### config.mk
export PLATFORM = sky130hd
export DESIGN_NAME = tile_refresh_sched_flat
export DESIGN_NICKNAME = d
export VERILOG_FILES = /design/src/rtl/tile_refresh_sched_if.sv /design/src/rtl/tile_refresh_sched.sv /design/src/flat_wrapper.sv
export SDC_FILE = /design/constraint.sdc
export NUM_CORES = 1
export LEC_CHECK = 0
export CAP_MARGIN = 10
export CORE_UTILIZATION = 32
export DETAILED_ROUTE_END_ITERATION = 12
export PLACE_DENSITY = 0.75
export SYNTH_ARGS = -nofsm -noshare
export SYNTH_HDL_FRONTEND = slang
export SYNTH_SLANG_ARGS = --single-unit
### constraint.sdc
create_clock -name clock -period 2.7 [get_ports clock]
set_clock_uncertainty 0.2 [all_clocks]
set_input_delay 0.54 -clock clock [delete_from_list [all_inputs] [get_ports clock]]
set_output_delay 0.54 -clock clock [all_outputs]
set_load 0.01 [all_outputs]
### src/rtl/tile_refresh_sched_if.sv
// Signal bundle between the frame scheduler, the game controller, the per-line
// erase/draw engines and the VGA write port.
interface tile_refresh_sched_if;
  logic        startn;
  logic        draw_go;
  logic [5:0]  dirty_mask;
  logic [5:0]  erase_done;
  logic [5:0]  draw_done;
  logic [53:0] erase_x;
  logic [47:0] erase_y;
  logic [5:0]  erase_color;
  logic [53:0] draw_x;
  logic [47:0] draw_y;
  logic [5:0]  draw_color;
  logic [5:0]  erase_en;
  logic [5:0]  draw_en;
  logic        vga_en;
  logic [8:0]  xOutput;
  logic [7:0]  yOutput;
  logic [2:0]  colorOutput;
  logic        isDrawingDone;
  logic        busy;
  logic        timeout_err;

  // The controller/engine environment side.
  modport master (
    output startn, draw_go, dirty_mask, erase_done, draw_done,
           erase_x, erase_y, erase_color, draw_x, draw_y, draw_color,
    input  erase_en, draw_en, vga_en, xOutput, yOutput, colorOutput,
           isDrawingDone, busy, timeout_err
  );

  // The scheduler side.
  modport slave (
    input  startn, draw_go, dirty_mask, erase_done, draw_done,
           erase_x, erase_y, erase_color, draw_x, draw_y, draw_color,
    output erase_en, draw_en, vga_en, xOutput, yOutput, colorOutput,
           isDrawingDone, busy, timeout_err
  );
endinterface

### src/rtl/tile_refresh_sched.sv
// Frame-refresh scheduler: walks dirty lane lines in ascending order, running
// erase then draw on each, and muxes the active engine onto the VGA port.
module tile_refresh_sched #(
  parameter int TIMEOUT_CYCLES = 16384
) (
  input  logic               clock,
  input  logic               resetn,
  tile_refresh_sched_if.slave bus
);

  typedef enum logic [1:0] {IDLE, ERASE, DRAW, DONE} state_t;

  localparam logic [14:0] WD_LAST = 15'(TIMEOUT_CYCLES - 1);

  state_t      state;
  logic [5:0]  pending;
  logic [2:0]  row;
  logic [14:0] wd;
  logic        timeout_err_q;

  logic [5:0]  row_sel;
  logic [5:0]  remaining;
  logic        erase_hit;
  logic        draw_hit;
  logic        wd_expired;
  logic [5:0]  x_base;
  logic [5:0]  y_base;

  function automatic logic [2:0] lowest_set(input logic [5:0] mask);
    lowest_set = 3'd0;
    for (int i = 5; i >= 0; i--) begin
      if (mask[i]) lowest_set = 3'(i);
    end
  endfunction

  // Done bits of non-selected lines are masked off here.
  assign row_sel    = 6'b000001 << row;
  assign remaining  = pending & ~row_sel;
  assign erase_hit  = |(bus.erase_done & row_sel);
  assign draw_hit   = |(bus.draw_done & row_sel);
  assign wd_expired = (wd == WD_LAST);

  // NOTE: state registers use non-blocking assignments so every flop samples
  // pre-edge values, independent of statement order or other always blocks.
  always_ff @(posedge clock or negedge resetn) begin
    if (!resetn) begin
      state         <= IDLE;
      pending       <= '0;
      row           <= '0;
      wd            <= '0;
      timeout_err_q <= 1'b0;
    end else if (!bus.startn) begin
      state         <= IDLE;
      pending       <= '0;
      timeout_err_q <= 1'b0;
    end else begin
      unique case (state)
        IDLE: begin
          if (bus.draw_go) begin
            pending <= bus.dirty_mask;
            wd      <= '0;
            if (bus.dirty_mask == '0) begin
              state <= DONE;
            end else begin
              row   <= lowest_set(bus.dirty_mask);
              state <= ERASE;
            end
          end
        end
        ERASE: begin
          if (erase_hit || wd_expired) begin
            if (!erase_hit) timeout_err_q <= 1'b1;
            wd    <= '0;
            state <= DRAW;
          end else begin
            wd <= wd + 15'd1;
          end
        end
        DRAW: begin
          if (draw_hit || wd_expired) begin
            if (!draw_hit) timeout_err_q <= 1'b1;
            pending <= remaining;
            wd      <= '0;
            if (remaining != '0) begin
              row   <= lowest_set(remaining);
              state <= ERASE;
            end else begin
              state <= DONE;
            end
          end else begin
            wd <= wd + 15'd1;
          end
        end
        DONE: state <= IDLE;
        default: state <= IDLE;
      endcase
    end
  end

  // Moore decode straight from the state flops, so the async reset drops
  // every enable without waiting for a clock.
  assign bus.erase_en      = (state == ERASE) ? row_sel : 6'd0;
  assign bus.draw_en       = (state == DRAW)  ? row_sel : 6'd0;
  assign bus.busy          = (state != IDLE);
  assign bus.isDrawingDone = (state == DONE);
  assign bus.timeout_err   = timeout_err_q;

  assign x_base = 6'(row) * 6'd9;
  assign y_base = {row, 3'b000};

  // NOTE: every output gets a default before the case so no path leaves one
  // unassigned, which would otherwise infer a latch.
  always_comb begin
    bus.vga_en      = 1'b0;
    bus.xOutput     = '0;
    bus.yOutput     = '0;
    bus.colorOutput = '0;
    unique case (state)
      ERASE: begin
        bus.vga_en      = 1'b1;
        bus.xOutput     = bus.erase_x[x_base +: 9];
        bus.yOutput     = bus.erase_y[y_base +: 8];
        bus.colorOutput = |(bus.erase_color & row_sel) ? 3'b000 : 3'b111;
      end
      DRAW: begin
        bus.vga_en      = 1'b1;
        bus.xOutput     = bus.draw_x[x_base +: 9];
        bus.yOutput     = bus.draw_y[y_base +: 8];
        bus.colorOutput = |(bus.draw_color & row_sel) ? 3'b000 : 3'b111;
      end
      default: ;
    endcase
  end

endmodule

### src/flat_wrapper.sv
// flat-port wrapper written by rule: the top's interface ports become plain ports
module tile_refresh_sched_flat 
#(
  parameter int TIMEOUT_CYCLES = 16384
)
  (clock, resetn, bus_startn, bus_draw_go, bus_dirty_mask, bus_erase_done, bus_draw_done, bus_erase_x, bus_erase_y, bus_erase_color, bus_draw_x, bus_draw_y, bus_draw_color, bus_erase_en, bus_draw_en, bus_vga_en, bus_xOutput, bus_yOutput, bus_colorOutput, bus_isDrawingDone, bus_busy, bus_timeout_err);
  tile_refresh_sched_if bus_i ();
  input  logic clock;
  input  logic resetn;
  input wire logic [$bits(bus_i.startn)-1:0] bus_startn;
  input wire logic [$bits(bus_i.draw_go)-1:0] bus_draw_go;
  input wire logic [$bits(bus_i.dirty_mask)-1:0] bus_dirty_mask;
  input wire logic [$bits(bus_i.erase_done)-1:0] bus_erase_done;
  input wire logic [$bits(bus_i.draw_done)-1:0] bus_draw_done;
  input wire logic [$bits(bus_i.erase_x)-1:0] bus_erase_x;
  input wire logic [$bits(bus_i.erase_y)-1:0] bus_erase_y;
  input wire logic [$bits(bus_i.erase_color)-1:0] bus_erase_color;
  input wire logic [$bits(bus_i.draw_x)-1:0] bus_draw_x;
  input wire logic [$bits(bus_i.draw_y)-1:0] bus_draw_y;
  input wire logic [$bits(bus_i.draw_color)-1:0] bus_draw_color;
  output wire logic [$bits(bus_i.erase_en)-1:0] bus_erase_en;
  output wire logic [$bits(bus_i.draw_en)-1:0] bus_draw_en;
  output wire logic [$bits(bus_i.vga_en)-1:0] bus_vga_en;
  output wire logic [$bits(bus_i.xOutput)-1:0] bus_xOutput;
  output wire logic [$bits(bus_i.yOutput)-1:0] bus_yOutput;
  output wire logic [$bits(bus_i.colorOutput)-1:0] bus_colorOutput;
  output wire logic [$bits(bus_i.isDrawingDone)-1:0] bus_isDrawingDone;
  output wire logic [$bits(bus_i.busy)-1:0] bus_busy;
  output wire logic [$bits(bus_i.timeout_err)-1:0] bus_timeout_err;
  assign bus_i.startn = bus_startn;
  assign bus_i.draw_go = bus_draw_go;
  assign bus_i.dirty_mask = bus_dirty_mask;
  assign bus_i.erase_done = bus_erase_done;
  assign bus_i.draw_done = bus_draw_done;
  assign bus_i.erase_x = bus_erase_x;
  assign bus_i.erase_y = bus_erase_y;
  assign bus_i.erase_color = bus_erase_color;
  assign bus_i.draw_x = bus_draw_x;
  assign bus_i.draw_y = bus_draw_y;
  assign bus_i.draw_color = bus_draw_color;
  assign bus_erase_en = bus_i.erase_en;
  assign bus_draw_en = bus_i.draw_en;
  assign bus_vga_en = bus_i.vga_en;
  assign bus_xOutput = bus_i.xOutput;
  assign bus_yOutput = bus_i.yOutput;
  assign bus_colorOutput = bus_i.colorOutput;
  assign bus_isDrawingDone = bus_i.isDrawingDone;
  assign bus_busy = bus_i.busy;
  assign bus_timeout_err = bus_i.timeout_err;
  tile_refresh_sched #(.TIMEOUT_CYCLES(TIMEOUT_CYCLES)) u_core (.clock(clock), .resetn(resetn), .bus(bus_i));
endmodule
# Word level (Yosys, flattened, before mapping)
# Cells that the tools add are included.
[totals] word_cells=97 inputBits=238 out_inout_bits=36 register_bits=27
[op_classes] mux=46 multipliers=1 eq_ne=15 shifts=5 addsub=1 n_bitwise=6 n_reduce_logical=18
[ops] cell="variable part select 54 x 7 -> 9 bit" count=2
[ops] cell="variable part select 48 x 7 -> 8 bit" count=2
[ops] cell="two-way mux 3 bit" count=18
[ops] cell="two-way mux 15 bit" count=3
[ops] cell="one-hot mux 15 bit (3 select lines)" count=1
[ops] cell="bitwise AND 6 bit" count=5
[ops] cell="two-way mux 6 bit" count=5
[ops] cell="OR reduction 6 bit" count=4
[ops] cell="one-hot mux 9 bit (2 select lines)" count=1
[ops] cell="one-hot mux 8 bit (2 select lines)" count=1
[ops] cell="adder 15 x 1 -> 15 bit, second input constant" count=1
[ops] cell="== test 15 x 14 -> 1 bit, second input constant" count=1
[ops] cell="two-way mux 2 bit" count=6
[ops] cell="one-hot mux 3 bit (2 select lines)" count=2
[ops] cell="one-hot mux 6 bit (2 select lines)" count=1
[ops] cell="!= test 3 bit, second input constant" count=3
[ops] cell="AND reduction 3 bit" count=3
[ops] cell="one-hot mux 2 bit (4 select lines)" count=1
[ops] cell="logical NOT 6 bit" count=1
[ops] cell="multiplier 3 x 4 -> 6 bit, second input constant" count=1
[ops] cell="two-way mux 1 bit" count=6
[ops] cell="!= test 3 x 1 -> 1 bit, second input constant" count=2
[ops] cell="!= test 3 x 2 -> 1 bit, second input constant" count=2
[ops] cell="inverter 6 bit" count=1
[ops] cell="14 further kinds" count=19

# Logic depth before layout (Yosys ltp)
[logic_depth] word_depth=12 mapped_depth=10 ltp_nobuf=8

# Least setup slack after synthesis
# OpenSTA, ideal clock, no wires.
[synth_timing] kind="register to output" start="register u_core.row[0]" end="output port bus_colorOutput[1]" required_ns=1.960 path_stages_with_launch=9 slack_ns=0.029 arrival_time_ns=1.931 path_cell_list="dfrtp_1 > buf_6 > buf_4 > buf_2 > clkinv_1 > a31oi_1 > o221ai_1 > a21oi_1 > buf_4"
[synth_between] elab_chain_cells=5 elab_cells_between_ends=8 cone_classes="shift: 1; mux: 3; bitwise: 2; reduce/logical: 2"
[synth_lines] element="start: declaration" line_no="tile_refresh_sched.sv:17" text="logic [2:0] row;"
[synth_lines] element="start signal: assignment" line_no="tile_refresh_sched.sv:65" text="row <= lowest_set(bus.dirty_mask);"
[synth_lines] element="start signal: assignment" line_no="tile_refresh_sched.sv:85" text="row <= lowest_set(remaining);"
[synth_lines] element="<< shifter 1 x 3 -> 6 bit *" line_no="tile_refresh_sched.sv:37" text="assign row_sel = 6'b000001 << row;"
[synth_lines] element="bitwise AND 6 bit, on equally long branches" line_no="tile_refresh_sched.sv:129, tile_refresh_sched.sv:123"
[synth_lines] element="OR reduction 6 bit, on equally long branches" line_no="tile_refresh_sched.sv:129, tile_refresh_sched.sv:123"
[synth_lines] element="two-way mux 3 bit, on equally long branches" line_no="tile_refresh_sched.sv:129, tile_refresh_sched.sv:123"
[synth_lines] element="one-hot mux 3 bit (2 select lines) *" line_no="tile_refresh_sched.sv:118" text="unique case (state)"
[synth_lines] element="end: declaration" line_no="flat_wrapper.sv:26" text="output wire logic [$bits(bus_i.colorOutput)-1:0] bus_colorOutput;"
# Every way passes the cells marked *; elsewhere a longest branch is shown, timed or not.

# Final worst setup path
[layout_timing] start="register u_core.state[0]" end="output port bus_xOutput[2]"
[layout_between] elab_chain_cells=2 elab_cells_between_ends=3 cone_classes="eq/ne: 2; mux: 1"
[layout_lines] element="start: declaration" line_no="tile_refresh_sched.sv:15" text="state_t state;"
[layout_lines] element="start signal: assignment" line_no="tile_refresh_sched.sv:47" text="state <= IDLE;"
[layout_lines] element="start signal: assignment" line_no="tile_refresh_sched.sv:53" text="state <= IDLE;"
[layout_lines] element="start signal: assignment" line_no="tile_refresh_sched.sv:63" text="state <= DONE;"
[layout_lines] element="== test 2 bit / == test 2 x 1 -> 1 bit (equally long branches)" line_no="tile_refresh_sched.sv:118"
[layout_lines] element="one-hot mux 9 bit (2 select lines) *" line_no="tile_refresh_sched.sv:118"
[layout_lines] element="end: declaration" line_no="flat_wrapper.sv:24" text="output wire logic [$bits(bus_i.xOutput)-1:0] bus_xOutput;"
# Marked as above.

==> results.json <==
{
  "status": "complete, but fails checks",
  "violations": "design-rule violations, negative setup slack",
  "ys_types": 62,
  "grt_overflow": 0,
  "clock_path_buffers": 2,
  "dieWidth_um": 111.3,
  "syn_avg_cell_area_um2": 9.438,
  "drc": 7,
  "worstPathRequired_ns": 1.96,
  "whs_ns": 0.3491,
  "place_inst": 852,
  "post-route-period-util_pct": 109.6,
  "grt_start_max_net_pins": 28,
  "setup_violations": 16,
  "antenna_found_initial": 7,
  "cp-start-kind": "flip-flop",
  "drt_first_pass_iters": 9,
  "crit_chain": "inv_2, ha_4, buf_12, mux4_2, mux2i_1, nor2_1, a21oi_1, nor2_2, buf_2",
  "end_kind": "primary output",
  "io_pins": 274,
  "start_util_pct": 33.19,
  "worst_slack_ns": -0.2597,
  "grt_util_met1_pct": 30.25,
  "num_rows": 39,
  "min_to": "u_core.bus.timeout_err",
  "p_per_area_nw_per_um2": 610.8,
  "reg2reg_slack_ns": 0.06,
  "clkSinkCount": 27,
  "critPathBufInv": 3,
  "layout-drive-gt1-share_pct": 30.27,
  "use_met2_pct": 56.08,
  "cp_slowest_cell": "mux4_2",
  "min_path_type": "flip-flop to flip-flop",
  "cts_hold_buf": 0,
  "num_vias": 4793,
  "async_reset_ff_share_pct": 100.0,
  "io_buffer_count": 273,
  "yosysWarningCount": 0,
  "fin_nets": 984,
  "dr.first_iter.drc_count": 352,
  "worstHoldStart": "u_core.bus.timeout_err",
  "synthCells": 405,
  "timing.fmax_mhz": 337.9,
  "placed_cell_area_um2": 7069,
  "gp_congestion": 0.9296,
  "synthesis.nets": 648,
  "routed_wirelength_mm": 18.68,
  "cts_tree": "built",
  "syn_area_um2": 3822,
  "ir_drop_mv": 0.3332,
  "clk_latency_ns": 0.26,
  "reg2reg_to": "u_core.row[2]",
  "cts.htree.levels": 1,
  "synth_ff_type": "dfrtp_1",
  "synth_seq_cells": 27,
  "cts_made_buffers": 3,
  "worstHoldPathCells": 2,
  "cts_root_buffer": "clkbuf_16",
  "p_leak_uw": 0.002937,
  "arrival_ns": 2.22,
  "path_class": "flip-flop to primary output",
  "grt_setup_unrepaired": "true",
  "drv_slew": 0,
  "die_y_um": 111.3,
  "grt_pass1_vias": 5110,
  "clk_pin_slew_ns": 0.07,
  "grt_pass1_wl_mm": 27.22,
  "tightest_slew_ns": 0.4797,
  "final_cell_area_um2": 7530,
  "instances_no_fill": 891,
  "hpwl_mm": 15.38,
  "relSlewSlack_pct": 67.78,
  "cp_max_fo": 7,
  "vias_per_cell": 5.379,
  "grt_use_met3_pct": 5.467,
  "maxCapViolCount": 0,
  "grt_busiest_layer": "met2",
  "period_minus_slack_ns": 2.960,
  "rr_worst_depth": 11,
  "core_um2": 11520,
  "design.die.area_um2": 12390,
  "cp_top_family": "multiplexers",
  "cpPeakStageDelay_ns": 0.50,
  "ys_seq_area_share_pct": 17.68,
  "syn_to_final_growth_pct": 96.99,
  "synth_edf_count": 0,
  "drtAntennaViolNets": 0,
  "final_hold_viol_count": 0,
  "avgRoutedWirePerCell_um": 20.97,
  "r2r_start": "u_core.state[1]",
  "track_usage_pct": 28.88
}
[timing repair]
item                       4_1_cts  5_1_grt
setup endpoints to repair       32       26
setup buffers                   18        9
gates resized for setup        147       30
pin swaps                       17       14
cloned                           2        1
[report_power, final]
group          internal [µW]  switching (µW)  leakage [µW]  total (µW)
logic                   1990            1760       0.00253        3740
clock network            200             144     0.0000409         344
registers                454            57.3      0.000368         511
[placed cells by master, fill, tap and decap left out, types with 9 or more instances in the layout]
master / n
a21oi_1: 18
buf_12: 12
buf_2: 22
buf_4: 67
buf_6: 10
clkdlybuf4s50_1: 238
dfrtp_1: 25
inv_1: 9
mux2i_1: 34
mux4_2: 39
nand2_1: 34
nor2_1: 32
o21ai_0: 23
o22ai_1: 14
[metrics by stage]
stage	utilization [%]	setup TNS (ns)	setup WS, ns	power [µW]
floorplan	-	0	0.02878	2426
global placement	61.39	-5.806	-0.4227	3958
detailed placement	61.39	-5.999	-0.4326	3993
CTS	64.03	-1.280	-0.2506	4466
global route	65.38	-3.440	-0.3184	4862
finish	65.38	-2.180	-0.2597	4599
[metal layers]
layer / wire (µm) / vias up / share of wire, %
li1: - / 2229 / -
met1: 6439 / 2315 / 34
met2: 10280 / 215 / 55
met3: 1261 / 34 / 6.7
met4: 702 / 0 / 3.8
met5: 0 / - / 0
[synth_stat cells, types with 7 or more instances]
| cell type | instances | share of area [%] |
|---|---|---|
| o21ai_0 | 29 | 3.8 |
| o22ai_1 | 15 | 2.5 |
| a21oi_1 | 26 | 3.4 |
| nor3_1 | 10 | 1.3 |
| mux2i_1 | 37 | 9.7 |
| nand2_1 | 40 | 3.9 |
| clkbuf_8 | 8 | 2.9 |
| clkbuf_1 | 10 | 0.98 |
| inv_1 | 11 | 1.1 |
| dfrtp_1 | 27 | 18 |
| mux4_2 | 39 | 23 |
| a31oi_1 | 8 | 1.3 |
| nor2_1 | 37 | 3.6 |
| nand3_1 | 7 | 0.92 |
| buf_2 | 8 | 1.0 |
[registers in the layout (all words and copies together), names as in the netlist]
signal / count
u_core.row: 3
u_core.wd: 15
u_core.bus.timeout_err: 1
u_core.pending: 6
u_core.state: 2
[worst reg2reg max path, stage by stage (launching register included)]
cell     delay (ns)
dfrtp_1        0.41
ha_4           0.21
buf_4          0.15
buf_12         0.13
buf_6          0.13
buf_6          0.13
nor3b_1        0.13
a31oi_1        0.21
and2b_2        0.27
nand2_2        0.09
nand4_4        0.13
mux2_4         0.33
[final cells by class]
| class | instances | area, µm² |
|---|---|---|
| Fill cell | 950 | 3986 |
| Timing Repair Buffer | 365 | 3542 |
| Multi-Input combinational cell | 331 | 2973 |
| Sequential cell | 27 | 678.2 |
| Tap cell | 143 | 178.9 |
| Clock buffer | 3 | 75.07 |
| Inverter | 13 | 57.56 |
| Antenna cell | 8 | 20.02 |
| Clock inverter | 1 | 5.005 |
[worst max path at each step]
stage	from	depth (start not counted)	end
global placement	bus_draw_color[3]	7	bus_colorOutput[0]
CTS	u_core.state[0]	9	bus_xOutput[2]
finish	u_core.state[0]	9	bus_xOutput[2]
global route	u_core.state[0]	9	bus_xOutput[2]
floorplan	u_core.row[0]	8	bus_colorOutput[1]
detailed placement	bus_draw_x[17]	7	bus_xOutput[8]
[cell families (layout without fill, tap and decap cells)]
logic type	after synthesis	in the layout	synth area share, %
multiplexers	85	85	35.61
adder cells (fa/ha/maj)	5	5	1.637
AO/OA/AOI/OAI	102	102	17.19
AND/OR/NAND/NOR	129	129	17.64
buffers and inverters	47	382	7.955
XOR/XNOR	10	10	2.291
other	0	8	0
flip-flops	27	27	17.68
Power figures use the tool's default switching activity.
